**src/rtl/frame_scanout.sv**
```systemverilog
// frame_scanout: scan-out side of a double-buffered 1-bpp framebuffer.
// Generates raster timing, reads the front bank in raster order and emits
// video aligned to the memory read latency. It also hands the back buffer
// over to the renderer once per frame, at the start of vertical blanking.
//
// Ports:
//   clk      in   pixel clock
//   rst      in   synchronous active-high reset
//   wr_done  in   renderer finished the back buffer
//   rd_en    out  framebuffer read strobe
//   rd_addr  out  pixel address y*HOR_ACTIVE_PIXELS + x (bank not included)
//   rd_data  in   pixel read back, RD_LATENCY cycles after rd_en
//   front    out  bank being scanned out; renderer owns ~front
//   swap     out  one-cycle handover pulse to the renderer
//   hsync    out  horizontal sync, polarity set by SYNC_ACTIVE_HIGH
//   vsync    out  vertical sync, polarity set by SYNC_ACTIVE_HIGH
//   de       out  data enable
//   pixel    out  pixel value, forced to 0 outside the active region
module frame_scanout #(
    parameter int unsigned HOR_ACTIVE_PIXELS = 640,
    parameter int unsigned HOR_FRONT_PORCH   = 16,
    parameter int unsigned HOR_SYNC_PULSE    = 96,
    parameter int unsigned HOR_BACK_PORCH    = 48,
    parameter int unsigned VER_ACTIVE_PIXELS = 480,
    parameter int unsigned VER_FRONT_PORCH   = 10,
    parameter int unsigned VER_SYNC_PULSE    = 2,
    parameter int unsigned VER_BACK_PORCH    = 33,
    parameter int unsigned SYNC_ACTIVE_HIGH  = 0,
    parameter int unsigned RD_LATENCY        = 1
) (
    input  logic clk,
    input  logic rst,
    input  logic wr_done,
    output logic rd_en,
    output logic [$clog2(HOR_ACTIVE_PIXELS*VER_ACTIVE_PIXELS)-1:0] rd_addr,
    input  logic rd_data,
    output logic front,
    output logic swap,
    output logic hsync,
    output logic vsync,
    output logic de,
    output logic pixel
);

    localparam int unsigned H_TOTAL  = HOR_ACTIVE_PIXELS + HOR_FRONT_PORCH
                                     + HOR_SYNC_PULSE + HOR_BACK_PORCH;
    localparam int unsigned V_TOTAL  = VER_ACTIVE_PIXELS + VER_FRONT_PORCH
                                     + VER_SYNC_PULSE + VER_BACK_PORCH;
    localparam int unsigned HW       = $clog2(H_TOTAL);
    localparam int unsigned VW       = $clog2(V_TOTAL);
    localparam int unsigned AW       = $clog2(HOR_ACTIVE_PIXELS*VER_ACTIVE_PIXELS);
    localparam int unsigned HS_START = HOR_ACTIVE_PIXELS + HOR_FRONT_PORCH;
    localparam int unsigned HS_END   = HS_START + HOR_SYNC_PULSE;
    localparam int unsigned VS_START = VER_ACTIVE_PIXELS + VER_FRONT_PORCH;
    localparam int unsigned VS_END   = VS_START + VER_SYNC_PULSE;
    localparam int unsigned LAST     = RD_LATENCY - 1;

    // Pipeline word bit positions
    localparam int unsigned P_ACT = 2;
    localparam int unsigned P_HS  = 1;
    localparam int unsigned P_VS  = 0;

    // XOR mask turning an internal active-high sync into the output level
    localparam logic SYNC_INV = (SYNC_ACTIVE_HIGH == 0) ? 1'b1 : 1'b0;

    logic [HW-1:0] h_cnt_q, h_cnt_d;
    logic [VW-1:0] v_cnt_q, v_cnt_d;
    logic [AW-1:0] rd_addr_q, rd_addr_d;
    logic          rd_en_q;
    logic          hs1_q, vs1_q;
    logic [2:0]    pipe_q [RD_LATENCY];
    logic          de_q, pixel_q, hsync_q, vsync_q;
    logic          swap_q, swap_d;
    logic          front_q, front_d;

    logic          active_c, hs_c, vs_c, trig_c, frame_start_c;
    logic [2:0]    pipe_out_c;

    // Raster counters: h wraps every line, v advances on the h wrap
    always_comb begin
        h_cnt_d = h_cnt_q + HW'(1);
        v_cnt_d = v_cnt_q;
        if (32'(h_cnt_q) == H_TOTAL - 1) begin
            h_cnt_d = '0;
            if (32'(v_cnt_q) == V_TOTAL - 1) begin
                v_cnt_d = '0;
            end else begin
                v_cnt_d = v_cnt_q + VW'(1);
            end
        end
    end

    // Stage-0 decode of the counters
    always_comb begin
        active_c      = (32'(h_cnt_q) < HOR_ACTIVE_PIXELS)
                     && (32'(v_cnt_q) < VER_ACTIVE_PIXELS);
        hs_c          = (32'(h_cnt_q) >= HS_START) && (32'(h_cnt_q) < HS_END);
        vs_c          = (32'(v_cnt_q) >= VS_START) && (32'(v_cnt_q) < VS_END);
        frame_start_c = (h_cnt_q == '0) && (v_cnt_q == '0);
        trig_c        = (h_cnt_q == '0) && (32'(v_cnt_q) == VER_ACTIVE_PIXELS);
    end

    // Running pixel address: advances after each issued read, no multiply
    always_comb begin
        rd_addr_d = rd_addr_q;
        if (frame_start_c) begin
            rd_addr_d = '0;
        end else if (rd_en_q) begin
            rd_addr_d = rd_addr_q + AW'(1);
        end
    end

    // Buffer handover only on the first blanking line, and only if ready
    always_comb begin
        swap_d  = trig_c & wr_done;
        front_d = front_q ^ swap_d;
    end

    assign pipe_out_c = pipe_q[LAST];

    // Counter, address and handover registers
    always_ff @(posedge clk) begin
        if (rst) begin
            h_cnt_q   <= '0;
            v_cnt_q   <= '0;
            rd_addr_q <= '0;
            rd_en_q   <= 1'b0;
            hs1_q     <= 1'b0;
            vs1_q     <= 1'b0;
            swap_q    <= 1'b0;
            front_q   <= 1'b0;
        end else begin
            h_cnt_q   <= h_cnt_d;
            v_cnt_q   <= v_cnt_d;
            rd_addr_q <= rd_addr_d;
            rd_en_q   <= active_c;
            hs1_q     <= hs_c;
            vs1_q     <= vs_c;
            swap_q    <= swap_d;
            front_q   <= front_d;
        end
    end

    // Delay timing by the read latency so it lines up with rd_data
    always_ff @(posedge clk) begin
        if (rst) begin
            for (int i = 0; i < RD_LATENCY; i++) begin
                pipe_q[i] <= '0;
            end
        end else begin
            pipe_q[0] <= {rd_en_q, hs1_q, vs1_q};
            for (int i = 1; i < RD_LATENCY; i++) begin
                pipe_q[i] <= pipe_q[i-1];
            end
        end
    end

    // Output stage: video signals registered together, pixel masked by de
    always_ff @(posedge clk) begin
        if (rst) begin
            de_q    <= 1'b0;
            pixel_q <= 1'b0;
            hsync_q <= SYNC_INV;
            vsync_q <= SYNC_INV;
        end else begin
            de_q    <= pipe_out_c[P_ACT];
            pixel_q <= rd_data & pipe_out_c[P_ACT];
            hsync_q <= pipe_out_c[P_HS] ^ SYNC_INV;
            vsync_q <= pipe_out_c[P_VS] ^ SYNC_INV;
        end
    end

    assign rd_en   = rd_en_q;
    assign rd_addr = rd_addr_q;
    assign front   = front_q;
    assign swap    = swap_q;
    assign hsync   = hsync_q;
    assign vsync   = vsync_q;
    assign de      = de_q;
    assign pixel   = pixel_q;

endmodule

```
**config.mk**
```make
export PLATFORM = sky130hd
export DESIGN_NAME = frame_scanout
export DESIGN_NICKNAME = d
export VERILOG_FILES = /design/src/rtl/frame_scanout.sv
export SDC_FILE = /design/constraint.sdc
export NUM_CORES = 1
export LEC_CHECK = 0
export CAP_MARGIN = 40
export CORE_MARGIN = 5
export CORE_UTILIZATION = 58
export DETAILED_ROUTE_END_ITERATION = 6
export PLACE_DENSITY = 0.91
export SYNTH_ARGS = -nofsm -noshare
export SYNTH_HDL_FRONTEND = slang
export SYNTH_SLANG_ARGS = --single-unit
```
**constraint.sdc**
```tcl
create_clock -name clk -period 4 [get_ports clk]
set_input_delay 0.8 -clock clk [delete_from_list [all_inputs] [get_ports clk]]
set_output_delay 0.8 -clock clk [all_outputs]
set_load 0.005 [all_outputs]
```
==> impl_metrics.prom <==
# TYPE chip_impl_metric gauge
chip_impl_info{name="most_used_routing_layer",value="met2"} 1
chip_impl_metric{name="worst-endpoint-required",unit="ps"} 4170
chip_impl_metric{name="post_cts_hold_buffer_count",unit=""} 0
chip_impl_metric{name="detailedRoute.firstIterationViolations",unit=""} 138
chip_impl_info{name="critPathCaptureType",value="flop"} 1
chip_impl_metric{name="powerDensity",unit="nW/µm²"} 316
chip_impl_info{name="reg2reg_from",value="h_cnt_q[0]$_SDFF_PP0_"} 1
chip_impl_metric{name="achievable-frequency",unit="MHz"} 447
chip_impl_metric{name="worst_setup_hold_path_clk_slew",unit="ps"} 80
chip_impl_metric{name="total_via_count_in_the_routed_design",unit=""} 1931
chip_impl_metric{name="cts_repair_resize_count",unit=""} 0
chip_impl_metric{name="slew_headroom",unit=""} 0.573
chip_impl_metric{name="grt_met3_usage",unit=""} 0.0568
chip_impl_metric{name="setup_viol_count_final",unit=""} 0
chip_impl_info{name="cp-start-kind",value="flop"} 1
chip_impl_info{name="family_of_cells_with_the_greatest_summed_delay_on_the_critical_path",value="simple AND/OR/NAND/NOR gates"} 1
chip_impl_metric{name="drc",unit=""} 0
chip_impl_metric{name="slowest_delay",unit="ps"} 620
chip_impl_metric{name="numClockSinks",unit=""} 51
chip_impl_metric{name="vdd_ir_drop_max",unit="µV"} 234
chip_impl_metric{name="insertion_delay",unit="ps"} 300
chip_impl_metric{name="netlist-cell-type-count",unit=""} 41
chip_impl_info{name="clock_root_buffer",value="sky130_fd_sc_hd__clkbuf_8"} 1
chip_impl_metric{name="slew_violations",unit=""} 0
chip_impl_metric{name="detailedRoute.firstPassIterationCount",unit=""} 4
chip_impl_metric{name="layout_skew",unit="ps"} 8.67
chip_impl_metric{name="ys_ff_latch",unit=""} 51
chip_impl_metric{name="wl_per_cell",unit="µm"} 13.9
chip_impl_metric{name="hpwl",unit="µm"} 3330
chip_impl_metric{name="cp.buffers_inverters",unit=""} 0
chip_impl_metric{name="rows",unit=""} 22
chip_impl_metric{name="final_min_period_over_clock_period",unit=""} 0.559
chip_impl_metric{name="synth-edff-count",unit=""} 0
chip_impl_metric{name="cts_setup_buffers",unit=""} 0
chip_impl_info{name="hold_wc_startpoint",value="pipe_q[0][1]$_SDFF_PP0_"} 1
chip_impl_info{name="rr_endpoint",value="v_cnt_q[3]$_SDFFE_PP0N_"} 1
chip_impl_metric{name="finalCriticalPeriod",unit="ps"} 2240
chip_impl_metric{name="highest_fanout_seen_on_the_critical_path",unit=""} 10
chip_impl_metric{name="grt_pass1_vias",unit=""} 1716
chip_impl_info{name="crit_path_cell_trace",value="ha_1 > nand4_2 > or3_1 > o31ai_2 > nor2_1"} 1
chip_impl_metric{name="die-area",unit="µm²"} 5250
chip_impl_metric{name="reg2regPathDepth",unit=""} 5
chip_impl_metric{name="post-layout-total-power",unit="W"} 0.000840
chip_impl_metric{name="number_of_cts_inserted_buffers",unit=""} 5
chip_impl_metric{name="min_delay_path_depth",unit=""} 1
chip_impl_metric{name="routed_wl",unit="µm"} 4610
chip_impl_metric{name="async_flop_share",unit=""} 0
chip_impl_metric{name="worst-endpoint-arrival",unit="ps"} 2400
chip_impl_metric{name="drive_gt1_frac",unit=""} 0.0530
chip_impl_metric{name="floorplan.initialDensity",unit=""} 0.609
chip_impl_metric{name="postSynthAreaPerCell",unit="µm²"} 8.91
chip_impl_metric{name="syn_nets",unit=""} 263
chip_impl_metric{name="timing.reg2reg.setup_slack",unit="ps"} 1760
chip_impl_info{name="hold_path_end",value="hsync$_SDFF_PP1_"} 1
chip_impl_info{name="worst_path_max_delay_cell",value="sky130_fd_sc_hd__o31ai_2"} 1
chip_impl_metric{name="synthCells",unit=""} 254
chip_impl_metric{name="buffer_ports.inserted",unit=""} 29
chip_impl_metric{name="synthToLayoutAreaGrowth",unit="%"} 17.5
chip_impl_metric{name="global_route.overflow_total",unit=""} 0
chip_impl_metric{name="cell_internal_pwr",unit="W"} 0.000654
chip_impl_metric{name="swShare",unit=""} 0.222
chip_impl_metric{name="grtUsageMet2",unit=""} 0.300
chip_impl_metric{name="netlist_area",unit="µm²"} 2260
chip_impl_metric{name="leakagePower",unit="nW"} 0.868
chip_impl_metric{name="ys_warn_count",unit=""} 0
chip_impl_metric{name="drt-vias-per-instance",unit=""} 5.83
chip_impl_info{name="top_reg_cell_synth",value="sky130_fd_sc_hd__dfxtp_1"} 1
chip_impl_metric{name="fin_setup_tns",unit="ps"} 0
chip_impl_metric{name="layout.filler_cells",unit=""} 272
chip_impl_metric{name="part_of_the_power_in_registers",unit=""} 0.618
chip_impl_metric{name="met1_usage",unit=""} 0.251
chip_impl_info{name="tritoncts",value="built"} 1
chip_impl_metric{name="count_of_antenna_diodes_in_the_layout",unit=""} 0
chip_impl_metric{name="cap_violations",unit=""} 0
chip_impl_metric{name="tightestPinTransition",unit="ps"} 636
chip_impl_metric{name="pin_count_of_the_biggest_net_entering_global_routing",unit=""} 16
chip_impl_info{name="hold_path_class",value="flop to flop"} 1
chip_impl_metric{name="share_comb_of_total_power",unit=""} 0.046
chip_impl_metric{name="grt_pass1_wl",unit="µm"} 7940
chip_impl_metric{name="fin_nets",unit=""} 291
chip_impl_metric{name="ctsLongestPathBuffers",unit=""} 2
chip_impl_metric{name="dieHeight",unit="µm"} 72.5
chip_impl_metric{name="num_io_pins",unit=""} 30
chip_impl_info{name="status",value="finished, final reports clean"} 1
chip_impl_metric{name="gpl.final_weighted_congestion",unit=""} 0.815
chip_impl_metric{name="clkPwrFrac",unit=""} 0.336
chip_impl_metric{name="finalHoldViolations",unit=""} 0
chip_impl_metric{name="grt_antenna_before_repair",unit=""} 0
chip_impl_metric{name="die_w",unit="µm"} 72.5
chip_impl_metric{name="ant_nets",unit=""} 0
chip_impl_metric{name="synth_sequential_area_ratio",unit=""} 0.451
chip_impl_metric{name="htree_levels",unit=""} 2
chip_impl_metric{name="floorplan.core_area",unit="µm²"} 3720
chip_impl_info{name="grt_setup_unrepaired",value="no"} 1
chip_impl_metric{name="net-switching-power",unit="W"} 0.000187
chip_impl_metric{name="groute.usage.overall",unit=""} 0.190
chip_impl_info{name="critPathKind",value="flop to flop"} 1
## worst register-to-register path, stage by stage (launching register included)
cell	delay, ps
sky130_fd_sc_hd__dfxtp_1	390
sky130_fd_sc_hd__ha_1	240
sky130_fd_sc_hd__nand4_2	190
sky130_fd_sc_hd__or3_1	570
sky130_fd_sc_hd__o31ai_2	620
sky130_fd_sc_hd__nor2_1	100
## metrics by stage
step           setup slack [ps]  std cells  cell area, µm²  hold WS [ps]   util
2_1_floorplan              2070        254            2260           352      -
3_5_place_dp               1500        323            2580           365  0.693
3_3_place_gp               1340        322            2560           360  0.690
4_1_cts                    1750        331            2660           381  0.715
5_1_grt                    1570        331            2660           398  0.715
6_report                   1760        331            2660           382  0.715
## registers in the layout, indices dropped and copies added (netlist names), 3 cells and up
signal	flops
rd_addr	19
v_cnt_q	10
pipe_q	3
h_cnt_q	10
## kinds of logic after synthesis
kind of cell,after synthesis,synth area share
simple gates,128,0.306
xor+xnor,25,0.0968
flops,51,0.451
fa+ha+maj,5,0.0277
buf+inv,19,0.0393
mux,3,0.0138
compound gates,23,0.0647
## layer usage
| metal | part of all wire | vias up |
|---|---|---|
| li1 | - | 956 |
| met1 | 0.47 | 909 |
| met2 | 0.46 | 56 |
| met3 | 0.056 | 10 |
| met4 | 0.017 | 0 |
| met5 | 0 | - |
## power groups by stage
stage	registers (W)	clock network, W	logic (W)
2_1_floorplan	0.000529	0	0.0000242
4_1_cts	0.000519	0.000289	0.0000393
3_3_place_gp	0.000531	0	0.0000361
3_5_place_dp	0.000531	0	0.0000392
5_1_grt	0.000521	0.000316	0.0000432
6_report	0.000519	0.000282	0.0000388
## Yosys cell counts, types with 3 or more instances
cell / count / area [µm²]
sky130_fd_sc_hd__o21ai_0: 5 / 25.0
sky130_fd_sc_hd__a21oi_1: 8 / 40.0
sky130_fd_sc_hd__clkbuf_1: 6 / 22.5
sky130_fd_sc_hd__or4_1: 4 / 30.0
sky130_fd_sc_hd__nand2_1: 20 / 75.1
sky130_fd_sc_hd__nor3_1: 7 / 35.0
sky130_fd_sc_hd__nor4_1: 12 / 75.1
sky130_fd_sc_hd__dfxtp_1: 51 / 1020
sky130_fd_sc_hd__nor2b_1: 9 / 56.3
sky130_fd_sc_hd__xnor2_1: 16 / 140
sky130_fd_sc_hd__and3_1: 3 / 18.8
sky130_fd_sc_hd__nor2_1: 34 / 128
sky130_fd_sc_hd__inv_1: 8 / 30.0
sky130_fd_sc_hd__o31ai_1: 4 / 30.0
sky130_fd_sc_hd__and4_1: 3 / 26.3
sky130_fd_sc_hd__xor2_1: 9 / 78.8
sky130_fd_sc_hd__nand4_1: 13 / 81.3
sky130_fd_sc_hd__or3_1: 3 / 18.8
sky130_fd_sc_hd__nand3_1: 8 / 40.0
sky130_fd_sc_hd__ha_1: 5 / 62.6
## final cells by class
cell class	count	area (µm²)	share of cell area
Multi-Input combinational cell	184	1150	0.434
Clock inverter	1	5.00	0.00188
Inverter	9	33.8	0.0127
Tap cell	48	60.1	0.0226
Timing Repair Buffer	31	309	0.116
Clock buffer	7	76.3	0.0287
Sequential cell	51	1020	0.384
## layout by cell type, fill, tap and decap left out, types with 7 or more instances in the layout
cell                              netlist  final
sky130_fd_sc_hd__nor3_1                 7      7
sky130_fd_sc_hd__nand4_1               13     13
sky130_fd_sc_hd__a21oi_1                8      8
sky130_fd_sc_hd__xor2_1                 9      9
sky130_fd_sc_hd__dfxtp_1               51     51
sky130_fd_sc_hd__xnor2_1               16     16
sky130_fd_sc_hd__inv_1                  8      8
sky130_fd_sc_hd__nor2b_1                9      9
sky130_fd_sc_hd__nor4_1                12     12
sky130_fd_sc_hd__nand2_1               20     20
sky130_fd_sc_hd__nand3_1                8      8
sky130_fd_sc_hd__clkdlybuf4s50_1        0     29
sky130_fd_sc_hd__nor2_1                34     34
## how the worst max path moves through the flow
stage                          start                        to  cells past startpoint
2_1_floorplan  h_cnt_q[0]$_SDFF_PP0_   v_cnt_q[5]$_SDFFE_PP0N_                      6
3_3_place_gp                     rst  rd_addr[16]$_SDFFE_PP0P_                      5
3_5_place_dp                     rst   rd_addr[0]$_SDFFE_PP0P_                      6
4_1_cts        h_cnt_q[0]$_SDFF_PP0_   v_cnt_q[3]$_SDFFE_PP0N_                      5
6_report       h_cnt_q[0]$_SDFF_PP0_   v_cnt_q[3]$_SDFFE_PP0N_                      5
5_1_grt        h_cnt_q[0]$_SDFF_PP0_   v_cnt_q[3]$_SDFFE_PP0N_                      5
Note: power is estimated with default switching activity, not from simulation.
